===== src/rtl/ball_motion_engine_if.sv =====
// Handshake/bus bundle between the ball engine, the paddle/collision
// side (inputs) and the renderer/score keeper side (outputs).
interface ball_motion_engine_if #(
    parameter int FIELD_W = 64,
    parameter int FIELD_H = 48
);
    localparam int XIW = $clog2(FIELD_W);
    localparam int YIW = $clog2(FIELD_H);

    logic           tick;
    logic           start;
    logic [YIW-1:0] paddle_l_y;
    logic [YIW-1:0] paddle_r_y;
    logic [XIW-1:0] ball_x;
    logic [YIW-1:0] ball_y;
    logic           dir_x;
    logic           dir_y;
    logic           score_l;
    logic           score_r;
    logic           in_play;
    logic [1:0]     state_o;

    modport master (
        output tick, start, paddle_l_y, paddle_r_y,
        input  ball_x, ball_y, dir_x, dir_y, score_l, score_r, in_play, state_o
    );

    modport slave (
        input  tick, start, paddle_l_y, paddle_r_y,
        output ball_x, ball_y, dir_x, dir_y, score_l, score_r, in_play, state_o
    );
endinterface


===== src/rtl/ball_motion_engine.sv =====
// Pong ball engine: unsigned fixed-point position and velocity magnitudes,
// centre serve with LFSR-chosen angle, wall reflection, zone-dependent
// paddle bounces with speed-up, miss detection and delayed re-serve.
module ball_motion_engine #(
    parameter int FIELD_W     = 64,
    parameter int FIELD_H     = 48,
    parameter int FRAC_W      = 4,
    parameter int PADDLE_H    = 8,
    parameter int PADDLE_L_X  = 2,
    parameter int PADDLE_R_X  = 61,
    parameter int VX_INIT     = 16,
    parameter int VX_STEP     = 4,
    parameter int VX_MAX      = 48,
    parameter int SERVE_DELAY = 30
) (
    input  logic                clk,
    input  logic                reset,
    ball_motion_engine_if.slave bus
);
    localparam int XIW  = $clog2(FIELD_W);
    localparam int YIW  = $clog2(FIELD_H);
    localparam int XW   = XIW + FRAC_W;
    localparam int YW   = YIW + FRAC_W;
    localparam int CW   = ((XIW > YIW) ? XIW : YIW) + FRAC_W + 2;
    localparam int VW   = CW - 1;
    localparam int PW   = YIW + 2;
    localparam int CNTW = $clog2(SERVE_DELAY + 1);

    typedef enum logic [1:0] {
        S_IDLE   = 2'd0,
        S_WAIT   = 2'd1,
        S_MOVING = 2'd2,
        S_SCORED = 2'd3
    } state_t;

    localparam logic [XW-1:0]        X_CENTRE = XW'((FIELD_W / 2) << FRAC_W);
    localparam logic [YW-1:0]        Y_CENTRE = YW'((FIELD_H / 2) << FRAC_W);
    localparam logic [XW-1:0]        X_L_HIT  = XW'((PADDLE_L_X + 1) << FRAC_W);
    localparam logic [XW-1:0]        X_R_HIT  = XW'((PADDLE_R_X - 1) << FRAC_W);
    // int(nx) <= PADDLE_L_X  <=>  nx < (PADDLE_L_X+1) << FRAC_W (floor semantics)
    localparam logic signed [CW-1:0] C_L_EDGE = CW'((PADDLE_L_X + 1) << FRAC_W);
    localparam logic signed [CW-1:0] C_R_EDGE = CW'(PADDLE_R_X << FRAC_W);
    localparam logic signed [CW-1:0] C_X_MAX  = CW'((FIELD_W - 1) << FRAC_W);
    localparam logic signed [CW-1:0] C_Y_MAX  = CW'((FIELD_H - 1) << FRAC_W);
    localparam logic [VW-1:0]        V_INIT   = VW'(VX_INIT);
    localparam logic [VW-1:0]        V_STEP   = VW'(VX_STEP);
    localparam logic [VW-1:0]        V_MAX    = VW'(VX_MAX);
    localparam logic [VW-1:0]        V_ZONE   = VW'(12);
    localparam logic [PW-1:0]        P_SPAN   = PW'(PADDLE_H - 1);
    localparam logic [PW-1:0]        Z_TOP    = PW'(PADDLE_H / 4);
    localparam logic [PW-1:0]        Z_BOT    = PW'((3 * PADDLE_H) / 4);
    localparam logic [CNTW-1:0]      CNT_LAST = CNTW'(SERVE_DELAY - 1);

    // x^8+x^6+x^5+x^4+1 Fibonacci step
    function automatic logic [7:0] lfsr_next(input logic [7:0] s);
        return {s[6:0], s[7] ^ s[5] ^ s[4] ^ s[3]};
    endfunction

    state_t          r_state;
    logic [XW-1:0]   r_x;
    logic [YW-1:0]   r_y;
    logic [VW-1:0]   r_vx;
    logic [VW-1:0]   r_vy;
    logic            r_dir_x;
    logic            r_dir_y;
    logic            r_score_l;
    logic            r_score_r;
    logic            r_in_play;
    logic [7:0]      r_lfsr;
    logic [CNTW-1:0] r_cnt;
    logic            r_first;
    logic            r_serve_dir;

    logic signed [CW-1:0] w_sx, w_sy, w_svx, w_svy, w_nx, w_ny;
    logic [PW-1:0]        w_y_int, w_pl_top, w_pr_top, w_off_l, w_off_r;
    logic                 w_at_l, w_at_r, w_hit_l, w_hit_r;
    logic [VW-1:0]        w_vx_sum, w_vx_bump;
    logic [XW-1:0]        w_mv_x;
    logic [YW-1:0]        w_mv_y;
    logic [VW-1:0]        w_mv_vx, w_mv_vy;
    logic                 w_mv_dx, w_mv_dy, w_miss_l, w_miss_r;

    assign w_sx  = $signed({{(CW - XW){1'b0}}, r_x});
    assign w_sy  = $signed({{(CW - YW){1'b0}}, r_y});
    assign w_svx = $signed({1'b0, r_vx});
    assign w_svy = $signed({1'b0, r_vy});

    // Candidate next position along the current direction of travel
    always_comb begin
        w_nx = w_sx;
        w_ny = w_sy;
        if (r_dir_x) begin
            w_nx = w_sx + w_svx;
        end else begin
            w_nx = w_sx - w_svx;
        end
        if (r_dir_y) begin
            w_ny = w_sy + w_svy;
        end else begin
            w_ny = w_sy - w_svy;
        end
    end

    // Paddle windows are judged on the pre-update integer row
    assign w_y_int  = {2'b00, r_y[YW-1:FRAC_W]};
    assign w_pl_top = {2'b00, bus.paddle_l_y};
    assign w_pr_top = {2'b00, bus.paddle_r_y};
    assign w_hit_l  = (w_y_int >= w_pl_top) && (w_y_int <= w_pl_top + P_SPAN);
    assign w_hit_r  = (w_y_int >= w_pr_top) && (w_y_int <= w_pr_top + P_SPAN);
    assign w_off_l  = w_y_int - w_pl_top;
    assign w_off_r  = w_y_int - w_pr_top;
    assign w_at_l   = !r_dir_x && (w_nx < C_L_EDGE);
    assign w_at_r   = r_dir_x && (w_nx >= C_R_EDGE);
    assign w_vx_sum = r_vx + V_STEP;

    // Speed-up on paddle contact, saturated at VX_MAX
    always_comb begin
        w_vx_bump = w_vx_sum;
        if (w_vx_sum > V_MAX) begin
            w_vx_bump = V_MAX;
        end else begin
            w_vx_bump = w_vx_sum;
        end
    end

    // One MOVING step: wall clamp first, then paddle contact / miss
    always_comb begin
        w_mv_x   = w_nx[XW-1:0];
        w_mv_y   = w_ny[YW-1:0];
        w_mv_vx  = r_vx;
        w_mv_vy  = r_vy;
        w_mv_dx  = r_dir_x;
        w_mv_dy  = r_dir_y;
        w_miss_l = 1'b0;
        w_miss_r = 1'b0;
        if (w_ny[CW-1]) begin
            w_mv_y  = '0;
            w_mv_dy = 1'b1;
        end else if (w_ny > C_Y_MAX) begin
            w_mv_y  = C_Y_MAX[YW-1:0];
            w_mv_dy = 1'b0;
        end else begin
            w_mv_y  = w_ny[YW-1:0];
        end
        if (w_at_l) begin
            if (w_hit_l) begin
                w_mv_x  = X_L_HIT;
                w_mv_dx = 1'b1;
                w_mv_vx = w_vx_bump;
                if (w_off_l < Z_TOP) begin
                    w_mv_dy = 1'b0;
                    w_mv_vy = V_ZONE;
                end else if (w_off_l >= Z_BOT) begin
                    w_mv_dy = 1'b1;
                    w_mv_vy = V_ZONE;
                end else begin
                    w_mv_vy = r_vy;
                end
            end else if (w_nx[CW-1]) begin
                w_mv_x   = r_x;
                w_miss_l = 1'b1;
            end else begin
                w_mv_x = w_nx[XW-1:0];
            end
        end else if (w_at_r) begin
            if (w_hit_r) begin
                w_mv_x  = X_R_HIT;
                w_mv_dx = 1'b0;
                w_mv_vx = w_vx_bump;
                if (w_off_r < Z_TOP) begin
                    w_mv_dy = 1'b0;
                    w_mv_vy = V_ZONE;
                end else if (w_off_r >= Z_BOT) begin
                    w_mv_dy = 1'b1;
                    w_mv_vy = V_ZONE;
                end else begin
                    w_mv_vy = r_vy;
                end
            end else if (w_nx > C_X_MAX) begin
                w_mv_x   = r_x;
                w_miss_r = 1'b1;
            end else begin
                w_mv_x = w_nx[XW-1:0];
            end
        end else begin
            w_mv_x = w_nx[XW-1:0];
        end
    end

    // Game FSM with registered ball state, pulses and LFSR
    always_ff @(posedge clk or posedge reset) begin
        if (reset) begin
            r_state     <= S_IDLE;
            r_x         <= X_CENTRE;
            r_y         <= Y_CENTRE;
            r_vx        <= V_INIT;
            r_vy        <= '0;
            r_dir_x     <= 1'b0;
            r_dir_y     <= 1'b0;
            r_score_l   <= 1'b0;
            r_score_r   <= 1'b0;
            r_in_play   <= 1'b0;
            r_lfsr      <= 8'hA5;
            r_cnt       <= '0;
            r_first     <= 1'b1;
            r_serve_dir <= 1'b0;
        end else begin
            r_lfsr    <= lfsr_next(r_lfsr);
            r_score_l <= 1'b0;
            r_score_r <= 1'b0;
            case (r_state)
                S_IDLE: begin
                    r_x <= X_CENTRE;
                    r_y <= Y_CENTRE;
                    if (bus.start) begin
                        r_state <= S_WAIT;
                        r_cnt   <= '0;
                    end else begin
                        r_state <= S_IDLE;
                    end
                end
                S_WAIT: begin
                    if (bus.tick) begin
                        if (r_cnt == CNT_LAST) begin
                            r_state   <= S_MOVING;
                            r_in_play <= 1'b1;
                            r_vx      <= V_INIT;
                            r_vy      <= VW'({r_lfsr[1:0], 2'b00}) + VW'(4);
                            r_dir_y   <= r_lfsr[2];
                            r_dir_x   <= r_first ? r_lfsr[3] : r_serve_dir;
                            r_first   <= 1'b0;
                        end else begin
                            r_cnt <= r_cnt + CNTW'(1);
                        end
                    end else begin
                        r_state <= S_WAIT;
                    end
                end
                S_MOVING: begin
                    if (bus.tick) begin
                        r_x     <= w_mv_x;
                        r_y     <= w_mv_y;
                        r_vx    <= w_mv_vx;
                        r_vy    <= w_mv_vy;
                        r_dir_x <= w_mv_dx;
                        r_dir_y <= w_mv_dy;
                        if (w_miss_l) begin
                            r_score_r   <= 1'b1;
                            r_serve_dir <= 1'b0;
                            r_state     <= S_SCORED;
                            r_in_play   <= 1'b0;
                        end else if (w_miss_r) begin
                            r_score_l   <= 1'b1;
                            r_serve_dir <= 1'b1;
                            r_state     <= S_SCORED;
                            r_in_play   <= 1'b0;
                        end else begin
                            r_state <= S_MOVING;
                        end
                    end else begin
                        r_state <= S_MOVING;
                    end
                end
                S_SCORED: begin
                    r_x     <= X_CENTRE;
                    r_y     <= Y_CENTRE;
                    r_cnt   <= '0;
                    r_state <= S_WAIT;
                end
                default: begin
                    r_state   <= S_IDLE;
                    r_in_play <= 1'b0;
                end
            endcase
        end
    end

    assign bus.ball_x  = r_x[XW-1:FRAC_W];
    assign bus.ball_y  = r_y[YW-1:FRAC_W];
    assign bus.dir_x   = r_dir_x;
    assign bus.dir_y   = r_dir_y;
    assign bus.score_l = r_score_l;
    assign bus.score_r = r_score_r;
    assign bus.in_play = r_in_play;
    assign bus.state_o = r_state;
endmodule


===== src/flat_wrapper.sv =====
// flat-port wrapper written by rule: the top's interface ports become plain ports
module ball_motion_engine_flat 
#(
    parameter int FIELD_W     = 64,
    parameter int FIELD_H     = 48,
    parameter int FRAC_W      = 4,
    parameter int PADDLE_H    = 8,
    parameter int PADDLE_L_X  = 2,
    parameter int PADDLE_R_X  = 61,
    parameter int VX_INIT     = 16,
    parameter int VX_STEP     = 4,
    parameter int VX_MAX      = 48,
    parameter int SERVE_DELAY = 30
)
  (clk, reset, bus_tick, bus_start, bus_paddle_l_y, bus_paddle_r_y, bus_ball_x, bus_ball_y, bus_dir_x, bus_dir_y, bus_score_l, bus_score_r, bus_in_play, bus_state_o);
  ball_motion_engine_if #(.FIELD_W(FIELD_W), .FIELD_H(FIELD_H)) bus_i ();
  input  logic clk;
  input  logic reset;
  input wire logic [$bits(bus_i.tick)-1:0] bus_tick;
  input wire logic [$bits(bus_i.start)-1:0] bus_start;
  input wire logic [$bits(bus_i.paddle_l_y)-1:0] bus_paddle_l_y;
  input wire logic [$bits(bus_i.paddle_r_y)-1:0] bus_paddle_r_y;
  output wire logic [$bits(bus_i.ball_x)-1:0] bus_ball_x;
  output wire logic [$bits(bus_i.ball_y)-1:0] bus_ball_y;
  output wire logic [$bits(bus_i.dir_x)-1:0] bus_dir_x;
  output wire logic [$bits(bus_i.dir_y)-1:0] bus_dir_y;
  output wire logic [$bits(bus_i.score_l)-1:0] bus_score_l;
  output wire logic [$bits(bus_i.score_r)-1:0] bus_score_r;
  output wire logic [$bits(bus_i.in_play)-1:0] bus_in_play;
  output wire logic [$bits(bus_i.state_o)-1:0] bus_state_o;
  assign bus_i.tick = bus_tick;
  assign bus_i.start = bus_start;
  assign bus_i.paddle_l_y = bus_paddle_l_y;
  assign bus_i.paddle_r_y = bus_paddle_r_y;
  assign bus_ball_x = bus_i.ball_x;
  assign bus_ball_y = bus_i.ball_y;
  assign bus_dir_x = bus_i.dir_x;
  assign bus_dir_y = bus_i.dir_y;
  assign bus_score_l = bus_i.score_l;
  assign bus_score_r = bus_i.score_r;
  assign bus_in_play = bus_i.in_play;
  assign bus_state_o = bus_i.state_o;
  ball_motion_engine #(.FIELD_W(FIELD_W), .FIELD_H(FIELD_H), .FRAC_W(FRAC_W), .PADDLE_H(PADDLE_H), .PADDLE_L_X(PADDLE_L_X), .PADDLE_R_X(PADDLE_R_X), .VX_INIT(VX_INIT), .VX_STEP(VX_STEP), .VX_MAX(VX_MAX), .SERVE_DELAY(SERVE_DELAY)) u_core (.clk(clk), .reset(reset), .bus(bus_i));
endmodule

===== config.mk =====
export PLATFORM = sky130hd
export DESIGN_NAME = ball_motion_engine_flat
export DESIGN_NICKNAME = d
export VERILOG_FILES = /design/src/rtl/ball_motion_engine_if.sv /design/src/rtl/ball_motion_engine.sv /design/src/flat_wrapper.sv
export SDC_FILE = /design/constraint.sdc
export NUM_CORES = 1
export LEC_CHECK = 0
export ABC_AREA = 1
export BUFFER_PORTS_ARGS = -buffer_cell sky130_fd_sc_hd__buf_2
export CORE_MARGIN = 2
export CORE_UTILIZATION = 44
export CTS_CLUSTER_DIAMETER = 40
export DETAILED_ROUTE_END_ITERATION = 12
export PLACE_DENSITY = 0.69
export SLEW_MARGIN = 5
export SYNTH_ARGS = -nofsm -noshare
export SYNTH_HDL_FRONTEND = slang
export SYNTH_SLANG_ARGS = --single-unit

===== constraint.sdc =====
create_clock -name clk -period 3.1 [get_ports clk]
set_clock_uncertainty 0.05 [all_clocks]
set_input_delay 0.155 -clock clk [delete_from_list [all_inputs] [get_ports clk]]
set_output_delay 0.155 -clock clk [all_outputs]
set_load 0.05 [all_outputs]

==> impl_metrics.tcl, run 1 <==
set metrics [dict create \
    syn_to_final_growth_pct 24.5 \
    tritoncts "built" \
    hold_path_class "input port to async pin" \
    setup-violations-final 25 \
    reg2reg_from "u_core.r_vx[6]$_DFFE_PP0P_" \
    vias 4878 \
    period_needed_ps 3210 \
    ys_warn_count 0 \
    fin_nets 868 \
    synth_area_leaders "dfrtp_1, ha_1, nand2_1, inv_1, nand3_1" \
    drive_gt1_frac 0.262 \
    clkTransAtPathRegs_ps 70 \
    dieArea_um2 12300 \
    syn-cell-area_um2 5040 \
    grt_overflow 0 \
    grt_first_pass_wirelength_um 21000 \
    critPathKind "register to register" \
    ys_types 46 \
    p_per_area_nw_per_um2 514 \
    maxCapViolCount 0 \
    io_pins 35 \
    grt_pass1_vias 4688 \
    p_leak_nw 3.23 \
    synth_area_per_cell_um2 7.05 \
    rsz0062_at_grt "yes" \
    drtAntennaViolNets 0 \
    outcome "finished with violations" \
    dr.pass1.iters 5 \
    synth_area_leader_cell "dfrtp_1" \
    numCtsBuffers 5 \
    io_buffers 34 \
    drt_iter0_drc 256 \
    antenna_found_initial 0 \
    crit_path_start_kind "register" \
    finalWeightedCongestion 0.901 \
    wl_per_cell_um 14.0 \
    max_freq_mhz 312 \
    grt.total_usage 0.203 \
    synth_commonest_cells "nand2_1, inv_1, nor2_1, ha_1, nand3_1" \
    r2r-end "u_core.r_x[0]$_DFFE_PP0P_" \
    worstPathArrival_ps 3400 \
    finalCritPeriodShare 1.03 \
    critPathLaunch "u_core.r_vx[6]$_DFFE_PP0P_" \
    clockBufferDepth 2 \
    dp_hpwl_um 9470 \
    slew_headroom 0.269 \
    irDropWorstVdd_mv 0.428 \
    drc_errors 0 \
    hold_viol_final 0 \
    insertedDiodeCount 0 \
    num_rows 39 \
    cts_max_level 2 \
    initial_core_util 0.446 \
    die_h_um 111 \
    clk_latency_ps 300 \
    fin_ws_ps -108 \
    cts_root_buf "clkbuf_16" \
    cts_sinks 52 \
    yosys_register_bits 52 \
    syn_nets 793 \
    synth_edf_count 0 \
    synth_cells 715 \
    power.total_w 0.00323 \
    chipWidth_um 111 \
    drt-total-wl_um 13100 \
    violations "setup timing" \
    worstPathRequired_ps 3290 \
    synth_sequential_area_ratio 0.260 \
    synth_async_sr_flop_share 1.00 \
    synthFlopType "dfrtp_1" \
    via_per_inst 5.22 \
    cp_max_fo 4 \
    grt_max_degree 53 \
    dp_slack_ps -218 \
    regToRegSetupSlack_ps -110 \
    final_core_util 0.555 \
    worstSetupEndpointType "register" \
    endpoint "u_core.r_x[0]$_DFFE_PP0P_" \
    worstMarginPinSlew_ps 1090 \
    synth_top_area_frac 0.213 \
    r2r_cells 20 \
    slew_violations 0 \
    fillers 1029 \
    synthMostInstantiatedCell "nand2_1" \
    core_um2 11300 \
]
power breakdown:
part / switching [W] / total (W) / internal, W
Clock: 0.000277 / 0.000584 / 0.000307
Combinational: 0.00113 / 0.00180 / 0.000679
Sequential: 0.0000856 / 0.000837 / 0.000752
cell usage in the layout (no fill, tap or decap), drive strengths merged, types with 2 or more instances in the layout:
master,n
nor2,77
a21oi,36
nand3,59
o32ai,4
o31ai,3
dfrtp,43
buf,84
ha,58
nor3,7
o21ai,28
a21boi,3
or2,2
inv,109
nand4,17
fa,4
nand2,189
a31oi,4
clkbuf,5
xor2,20
dfstp,9
xnor2,15
clkinv,3
area by class of cell:
type                    instances  area [um^2]  area share
repair inverters                1         8.76     0.00139
repair buffers                 84          557      0.0887
multi-input cells             537         3650       0.581
clock buffers                   5          125      0.0199
inverters                     109          424      0.0675
flip-flops and latches         52         1310       0.209
clock inverters                 3         27.5     0.00438
well taps                     143          179      0.0285
sequential cells by signal, indices dropped and copies added (netlist names):
| register | count |
|---|---|
| u_core.r_y | 8 |
| u_core.r_first | 1 |
| u_core.bus.score_r | 1 |
| u_core.bus.in_play | 1 |
| u_core.r_cnt | 5 |
| u_core.bus.score_l | 1 |
| u_core.bus.dir_x | 1 |
| u_core.r_vx | 9 |
| u_core.r_x | 10 |
| u_core.bus.dir_y | 1 |
| u_core.bus.state_o | 2 |
| u_core.r_vy | 3 |
| u_core.r_serve_dir | 1 |
| u_core.r_lfsr | 8 |
critical path: stages (launching register included):
cell and delay, ps:
dfrtp_1 420, inv_1 210, nand3_2 150, o31ai_4 190, xor2_1 230, ha_1 330, a21oi_2 160, o21a_1 190
nand2_1 80, nand3_2 80, nand2_4 80, inv_4 80, nand4_4 130, nand2_4 130, buf_6 110, nand2_2 40
nor2_2 70, nand3_1 110, nand4_1 170, nand2_1 80, inv_1 60
routing by layer:
metal / GRT usage / share of wire / wire, um
met2: 0.352 / 0.49 / 6400
met5: 0 / 0 / 0
met4: 0.0486 / 0.016 / 203
met1: 0.267 / 0.45 / 5870
met3: 0.0301 / 0.047 / 613
cells by family (layout without fill, tap and decap cells):
family	count (synthesis)	in the layout	synth area share
and+or+nand+nor	353	353	0.314
buffers and inverters	126	202	0.106
AOI/OAI and AO/OA	86	86	0.0970
adders and majority gates	62	62	0.160
DFF	52	52	0.260
xor gates and xnor gates	35	35	0.0623
other	1	1	0.000744
repair_timing:
action / CTS / global route
endpoints found under the setup margin: 32 / 37
cloned: 0 / 1
hold buffers: 0 / 0
setup buffers: 7 / 10
pin swaps: 23 / 32
resized for setup: 34 / 77
worst min-delay path by stage:
stage / from / to / slack [ps]
CTS: reset / u_core.r_cnt[2]$_DFFE_PP0P_ / 120
floorplan: u_core.r_lfsr[6]$_DFF_PP0_ / u_core.r_lfsr[7]$_DFF_PP1_ / 280
finish: reset / u_core.r_lfsr[4]$_DFF_PP0_ / 80
global route: reset / u_core.r_lfsr[4]$_DFF_PP0_ / 190
detailed placement: u_core.r_lfsr[6]$_DFF_PP0_ / u_core.r_lfsr[7]$_DFF_PP1_ / 290
global placement: u_core.r_lfsr[6]$_DFF_PP0_ / u_core.r_lfsr[7]$_DFF_PP1_ / 290
metrics by stage:
step	hold slack, ps	instances	TNS (ps)	cell area [um^2]
after floorplan	283	715	0	5040
after global placement	288	908	-1240	5520
after detailed placement	293	908	-3060	5520
after CTS	120	923	-6.66	5860
after global routing	189	934	-7220	6280
final	82.2	934	-1100	6280
Note: power is estimated with default switching activity, not from simulation.
==> inputs of run 2 (changes only) <==
--- a/config.mk
+++ b/config.mk
@@ -7,11 +7,12 @@
 export LEC_CHECK = 0
 export ABC_AREA = 1
 export BUFFER_PORTS_ARGS = -buffer_cell sky130_fd_sc_hd__buf_2
+export CAP_MARGIN = 30
 export CORE_MARGIN = 2
-export CORE_UTILIZATION = 44
+export CORE_UTILIZATION = 55
 export CTS_CLUSTER_DIAMETER = 40
 export DETAILED_ROUTE_END_ITERATION = 12
-export PLACE_DENSITY = 0.69
+export PLACE_DENSITY = 0.82
 export SLEW_MARGIN = 5
 export SYNTH_ARGS = -nofsm -noshare
 export SYNTH_HDL_FRONTEND = slang
==> run 2 against run 1 <==
  * The run still ends with setup timing left
  * Hold slack improved by 62 ps
  * Register-to-register slack about the same
  * Worst setup slack improved by 4.7 ps
  * Wire length decreased by 3.8%
==> impl_metrics.tcl, run 2 (synthesis results as in run 1) <==
set metrics [dict create \
    reg2reg_from "u_core.r_vx[2]$_DFFE_PP0P_" \
    io_pins 35 \
    place_area_um2 5420 \
    initial_core_util 0.573 \
    drc_errors 0 \
    p_per_area_nw_per_um2 474 \
    dieArea_um2 9950 \
    worstSetupEndpointType "register" \
    cp_slowest_cell "dfrtp_1" \
    dp_hpwl_um 9320 \
    worstPathArrival_ps 3370 \
    r2r-end "u_core.r_vy[3]$_DFFE_PP0P_" \
    finalCritPeriodShare 1.03 \
    slew_headroom 0.567 \
    critPathKind "register to register" \
    crit_path_cell_trace "nor3_2 > nand3_2 > o31ai_2 > xor2_1 > ha_1 > a21oi_2 > o21a_1 > nand2_1 > nand3_2 > nand2_4 > inv_4 > nand4_4 > nand2_4 > nand3_4 > nand3_4 > nand4_1 > nand2_1 > nand2_1" \
    cts_sinks 52 \
    r2r_cells 18 \
    drt_iter0_drc 224 \
    m1WireLength_um 5450 \
    whs_path_depth 5 \
    grt_overflow 0 \
    irDropWorstVdd_mv 0.453 \
    wl_met3_um 721 \
    tritoncts "built" \
    die_h_um 99.8 \
    top_layer "met4" \
    drtAntennaViolNets 0 \
    p_leak_nw 3.14 \
    power.total_w 0.00282 \
    grt_pass1_vias 4671 \
    hold_path_class "input port to register" \
    regMostFlops "u_core.r_x" \
    violations "setup timing" \
    met2WireLength_um 6210 \
    vias 4905 \
    rsz0062_at_grt "yes" \
    clk_latency_ps 320 \
    maxCapViolCount 0 \
    drive_gt1_frac 0.221 \
    finalWeightedCongestion 0.951 \
    via_per_inst 5.53 \
    crit_path_start_kind "register" \
    numCtsBuffers 5 \
    placed_cells 864 \
    clockBufferDepth 2 \
    io_buffers 34 \
    clkTransAtPathRegs_ps 100 \
    regToRegSetupSlack_ps -100 \
    cts_max_level 2 \
    wl_per_cell_um 14.2 \
    final_core_util 0.676 \
    worstMarginPinSlew_ps 633 \
    core_um2 8810 \
    dr.pass1.iters 5 \
    num_rows 34 \
    design_area_um2 5950 \
    insertedDiodeCount 0 \
    critPathMaxStageDelay_ps 430 \
    slew_violations 0 \
    cts_root_buf "clkbuf_8" \
    fin_nets 856 \
    grt.total_usage 0.249 \
    syn_to_final_growth_pct 18.0 \
    grt_first_pass_wirelength_um 20400 \
    final_common_cell "nand2_1" \
    critPathMostFrequentCell "nand2_1" \
    mostFrequentLayoutCells "nand2_1, inv_1, nor2_1" \
    period_needed_ps 3200 \
    max_freq_mhz 312 \
    setup-violations-final 19 \
    hp-start "bus_start" \
    chipWidth_um 99.8 \
    cp_max_fo 3 \
    fin_ws_ps -103 \
    grt_max_degree 28 \
    fillers 656 \
    hold_viol_final 0 \
    min_to "u_core.bus.state_o[0]$_DFFE_PP0P_" \
    drt-total-wl_um 12600 \
    largest_reg_flops 10 \
    outcome "finished with violations" \
    final_cells 887 \
    reg_top3 "u_core.r_x (10), u_core.r_vx (9)" \
    setup_tns_ps -1130 \
    antenna_found_initial 0 \
    worstPathRequired_ps 3260 \
]
## run 2: cell types whose count changed in the layout (fill, tap and decap cells not counted), moves of 6 or more
cell,previous run,this run
nand3_1,40,46
buf_4,47,36
nand3_2,15,9
nand2_2,23,17
nand2_1,156,163
## run 2: stage by stage
| stage | hold WS [ps] | setup slack (ps) |
|---|---|---|
| after detailed placement | 193 | -186 |
| after global routing | 152 | -267 |
| after floorplan | 283 | 13.8 |
| final | 144 | -103 |
| after global placement | 292 | -16.6 |
| after CTS | 136 | 5.50 |
## run 2: area by class of cell
cell class                 count  area [um^2]  share of cell area
multi-input combinational    537         3500               0.589
sequential                    52         1310               0.221
timing repair buffer          73          482              0.0809
inverter                     109          424              0.0713
tap                          108          135              0.0227
clock buffer                   5         68.8              0.0116
clock inverter                 3         26.3             0.00441
## run 2: repair_timing
item                                    in CTS  in global routing
endpoints found under the setup margin      29                 37
hold endpoints to repair                    19                  0
pin swaps                                   12                 28
cloned                                       0                  0
gates resized for setup                     25                 54
hold buffers                                 1                  0
setup buffers                                5                  9
## run 2: per-layer routing
layer | vias to the layer above | global-route usage
li1 | 2432 | -
met1 | 2293 | 0.325
met2 | 155 | 0.436
met3 | 25 | 0.0387
met4 | 0 | 0.0548
met5 | - | 0
## run 2: worst max-delay path by stage
stage                                             from                            to  depth (start not counted)
after floorplan           u_core.bus.dir_x$_DFFE_PP0P_  u_core.bus.dir_x$_DFFE_PP0P_                         22
after global placement      u_core.r_vx[3]$_DFFE_PP0P_     u_core.r_x[7]$_DFFE_PP0P_                         20
after detailed placement    u_core.r_vx[3]$_DFFE_PP0P_     u_core.r_x[7]$_DFFE_PP0P_                         21
after CTS                   u_core.r_vx[4]$_DFFE_PP1P_     u_core.r_x[4]$_DFFE_PP0P_                         22
after global routing        u_core.r_vx[2]$_DFFE_PP0P_    u_core.r_vy[3]$_DFFE_PP0P_                         18
final                       u_core.r_vx[2]$_DFFE_PP0P_    u_core.r_vy[3]$_DFFE_PP0P_                         18
## run 2: worst max-delay path, delay by kind of cell (launching register included)
kind                     cells  cell delay, ps
flip-flops                   1             430
adder cells (fa/ha/maj)      1             310
buffers and inverters        1              90
AND/OR/NAND/NOR             12            1410
AO/OA/AOI/OAI                3             570
XOR/XNOR                     1             240
## run 2: power by group
part | switching [W] | internal, W
combinational | 0.00102 | 0.000542
clock | 0.000258 | 0.000165
sequential | 0.0000816 | 0.000752
total | 0.00136 | 0.00146
==> inputs of run 3 (changes only) <==
--- a/config.mk
+++ b/config.mk
@@ -12,7 +12,7 @@
 export CORE_UTILIZATION = 55
 export CTS_CLUSTER_DIAMETER = 40
 export DETAILED_ROUTE_END_ITERATION = 12
-export PLACE_DENSITY = 0.82
+export PLACE_DENSITY = 0.79
 export SLEW_MARGIN = 5
 export SYNTH_ARGS = -nofsm -noshare
 export SYNTH_HDL_FRONTEND = slang
==> constraint.sdc (replaced) <==
create_clock -name clk -period 3 [get_ports clk]
set_clock_uncertainty 0.05 [all_clocks]
set_input_delay 0.15 -clock clk [delete_from_list [all_inputs] [get_ports clk]]
set_output_delay 0.15 -clock clk [all_outputs]
set_load 0.05 [all_outputs]
==> run 3 against run 2 <==
  * The run still ends with setup timing left
  * Core utilization rose by 5.6 points
  * Sequential cell count did not move
  * Sequential share of layout area fell by 1.7 points
  * Final area rose by 8.3%
  * Sequential power rose by 5.5%
  * Critical path depth rose by 1
  * Clock power rose by 11%
  * Maximum frequency fell by 6.6%
  * Wire length rose by 21%
  * Cell count rose by 3.8%
  * Critical endpoint is now u_core.r_x[7]$_DFFE_PP0P_
  * Largest power group unchanged
==> impl_metrics.tcl, run 3 (synthesis results as in run 1) <==
set metrics [dict create \
    outcome "finished with violations" \
    violations "setup timing" \
    hold_viol_final 0 \
    grt.total_usage 0.269 \
    period_needed_ps 3430 \
    antenna_found_initial 0 \
    r2r_cells 19 \
    setup-violations-final 29 \
    insertedDiodeCount 0 \
    regMostFlops "u_core.r_x" \
    drt_iter0_drc 544 \
    crit_path_start_kind "register" \
    rsz0062_at_grt "yes" \
    wl_per_cell_um 16.5 \
    cts_root_buf "clkbuf_8" \
    finalWeightedCongestion 0.965 \
    dp_hpwl_um 9790 \
    cts_max_level 2 \
    vias 5392 \
    critPathKind "register to register" \
    num_rows 34 \
    fillers 596 \
    worstPathArrival_ps 3620 \
    p_leak_nw 3.34 \
    place_area_um2 5580 \
    dieArea_um2 9950 \
    drc_errors 0 \
    clkTransAtPathRegs_ps 130 \
    via_per_inst 5.85 \
    max_freq_mhz 292 \
    grt_first_pass_wirelength_um 22000 \
    mostFrequentLayoutCells "nand2_1, inv_1, buf_4" \
    worstMarginPinSlew_ps 686 \
    whs_path_depth 5 \
    dr.pass1.iters 6 \
    setup_tns_ps -9550 \
    io_pins 35 \
    grt_overflow 0 \
    fin_ws_ps -428 \
    initial_core_util 0.573 \
    cp_max_fo 6 \
    maxCapViolCount 0 \
    final_common_cell "nand2_1" \
    slew_violations 0 \
    tritoncts "built" \
    drive_gt1_frac 0.316 \
    grt_max_degree 32 \
    hold_path_class "input port to register" \
    drtAntennaViolNets 0 \
    p_per_area_nw_per_um2 519 \
    worstSetupEndpointType "register" \
    power.total_w 0.00335 \
    largest_reg_flops 10 \
    io_buffers 34 \
    hold_slack_ps 140 \
    grt_pass1_vias 4942 \
    cts_sinks 52 \
    fin_nets 890 \
    slew_headroom 0.542 \
    clockBufferDepth 2 \
    design_area_um2 6440 \
    reg_top3 "u_core.r_x (10), u_core.r_vx (9)" \
    irDropWorstVdd_mv 0.401 \
    core_um2 8810 \
    worstPathRequired_ps 3190 \
    final_core_util 0.732 \
    drt-total-wl_um 15200 \
    finalCritPeriodShare 1.14 \
    chipWidth_um 99.8 \
    die_h_um 99.8 \
    numCtsBuffers 5 \
    clk_latency_ps 340 \
    syn_to_final_growth_pct 27.8 \
]
==> run 3: cell types whose count changed in the layout (fill, tap and decap cells not counted), moves of 7 or more <==
cell and delta:
buf_4 +29, inv_1 -7, inv_2 +8, nand2_1 -15, nand2_2 +17, nand3_1 -13
nand3_2 +12
==> run 3: stage by stage <==
step                      cells  worst slack [ps]
after floorplan             715              49.4
after global placement      887              -178
after detailed placement    887              -328
after CTS                   905             -96.4
after global routing        921              -663
final                       921              -428
==> run 3: final cells by class <==
cell class              instances  area [um^2]  share of cell area
clock buffers                   5         68.8              0.0107
clock inverters                 3         28.8             0.00447
inverters                     109          417              0.0647
multi-input cells             537         3720               0.578
flip-flops and latches         52         1310               0.204
well taps                     108          135              0.0210
repair buffers                106          744               0.116
repair inverters                1         11.3             0.00175
==> run 3: final timing paths <==
path                                             from                                 to  slack, ps
setup / recovery           u_core.r_vx[4]$_DFFE_PP1P_          u_core.r_x[7]$_DFFE_PP0P_       -430
setup reg to reg           u_core.r_vx[4]$_DFFE_PP1P_          u_core.r_x[7]$_DFFE_PP0P_       -430
hold / removal                              bus_start  u_core.bus.state_o[0]$_DFFE_PP0P_        140
min in group asynchronous                       reset     u_core.r_serve_dir$_DFFE_PP0P_        390
hold reg to reg            u_core.r_lfsr[6]$_DFF_PP0_         u_core.r_lfsr[7]$_DFF_PP1_        320
max in group asynchronous                       reset         u_core.r_vx[4]$_DFFE_PP1P_       1680
==> run 3: layer usage <==
layer / track usage / vias up / share of wire
li1: - / 2493 / -
met1: 0.353 / 2520 / 0.41
met2: 0.467 / 292 / 0.48
met3: 0.0330 / 87 / 0.068
met4: 0.0769 / 0 / 0.044
met5: 0 / - / 0
==> run 3: what timing repair did <==
item	4_1_cts	5_1_grt
buffers inserted	8	16
endpoints found under the hold margin	24	0
resized for setup	40	101
pin swaps	31	58
gates cloned	1	0
hold buffers	1	0
setup endpoints to repair	37	37
==> run 3: where the power goes <==
group	total [W]	switching [W]	internal [W]	leakage, nW
Sequential	0.000879	0.000102	0.000777	0.658
Clock	0.000470	0.000292	0.000177	0.0511
Combinational	0.00200	0.00124	0.000761	2.64
Total	0.00335	0.00163	0.00172	3.34
==> run 3: worst max-delay path, cell delays in order (launching register included) <==
cell	delay, ps
dfstp_2	590
nor3_2	70
nor2_1	130
xor2_1	290
ha_1	340
nand2_1	110
nand2_2	100
inv_2	70
nand2_2	80
xor2_2	250
nand3_1	150
o211ai_1	230
nand2_1	130
nor2_4	190
nand2_2	90
nor2_4	160
nor2_4	50
buf_6	130
nand3_2	60
nand2_1	70
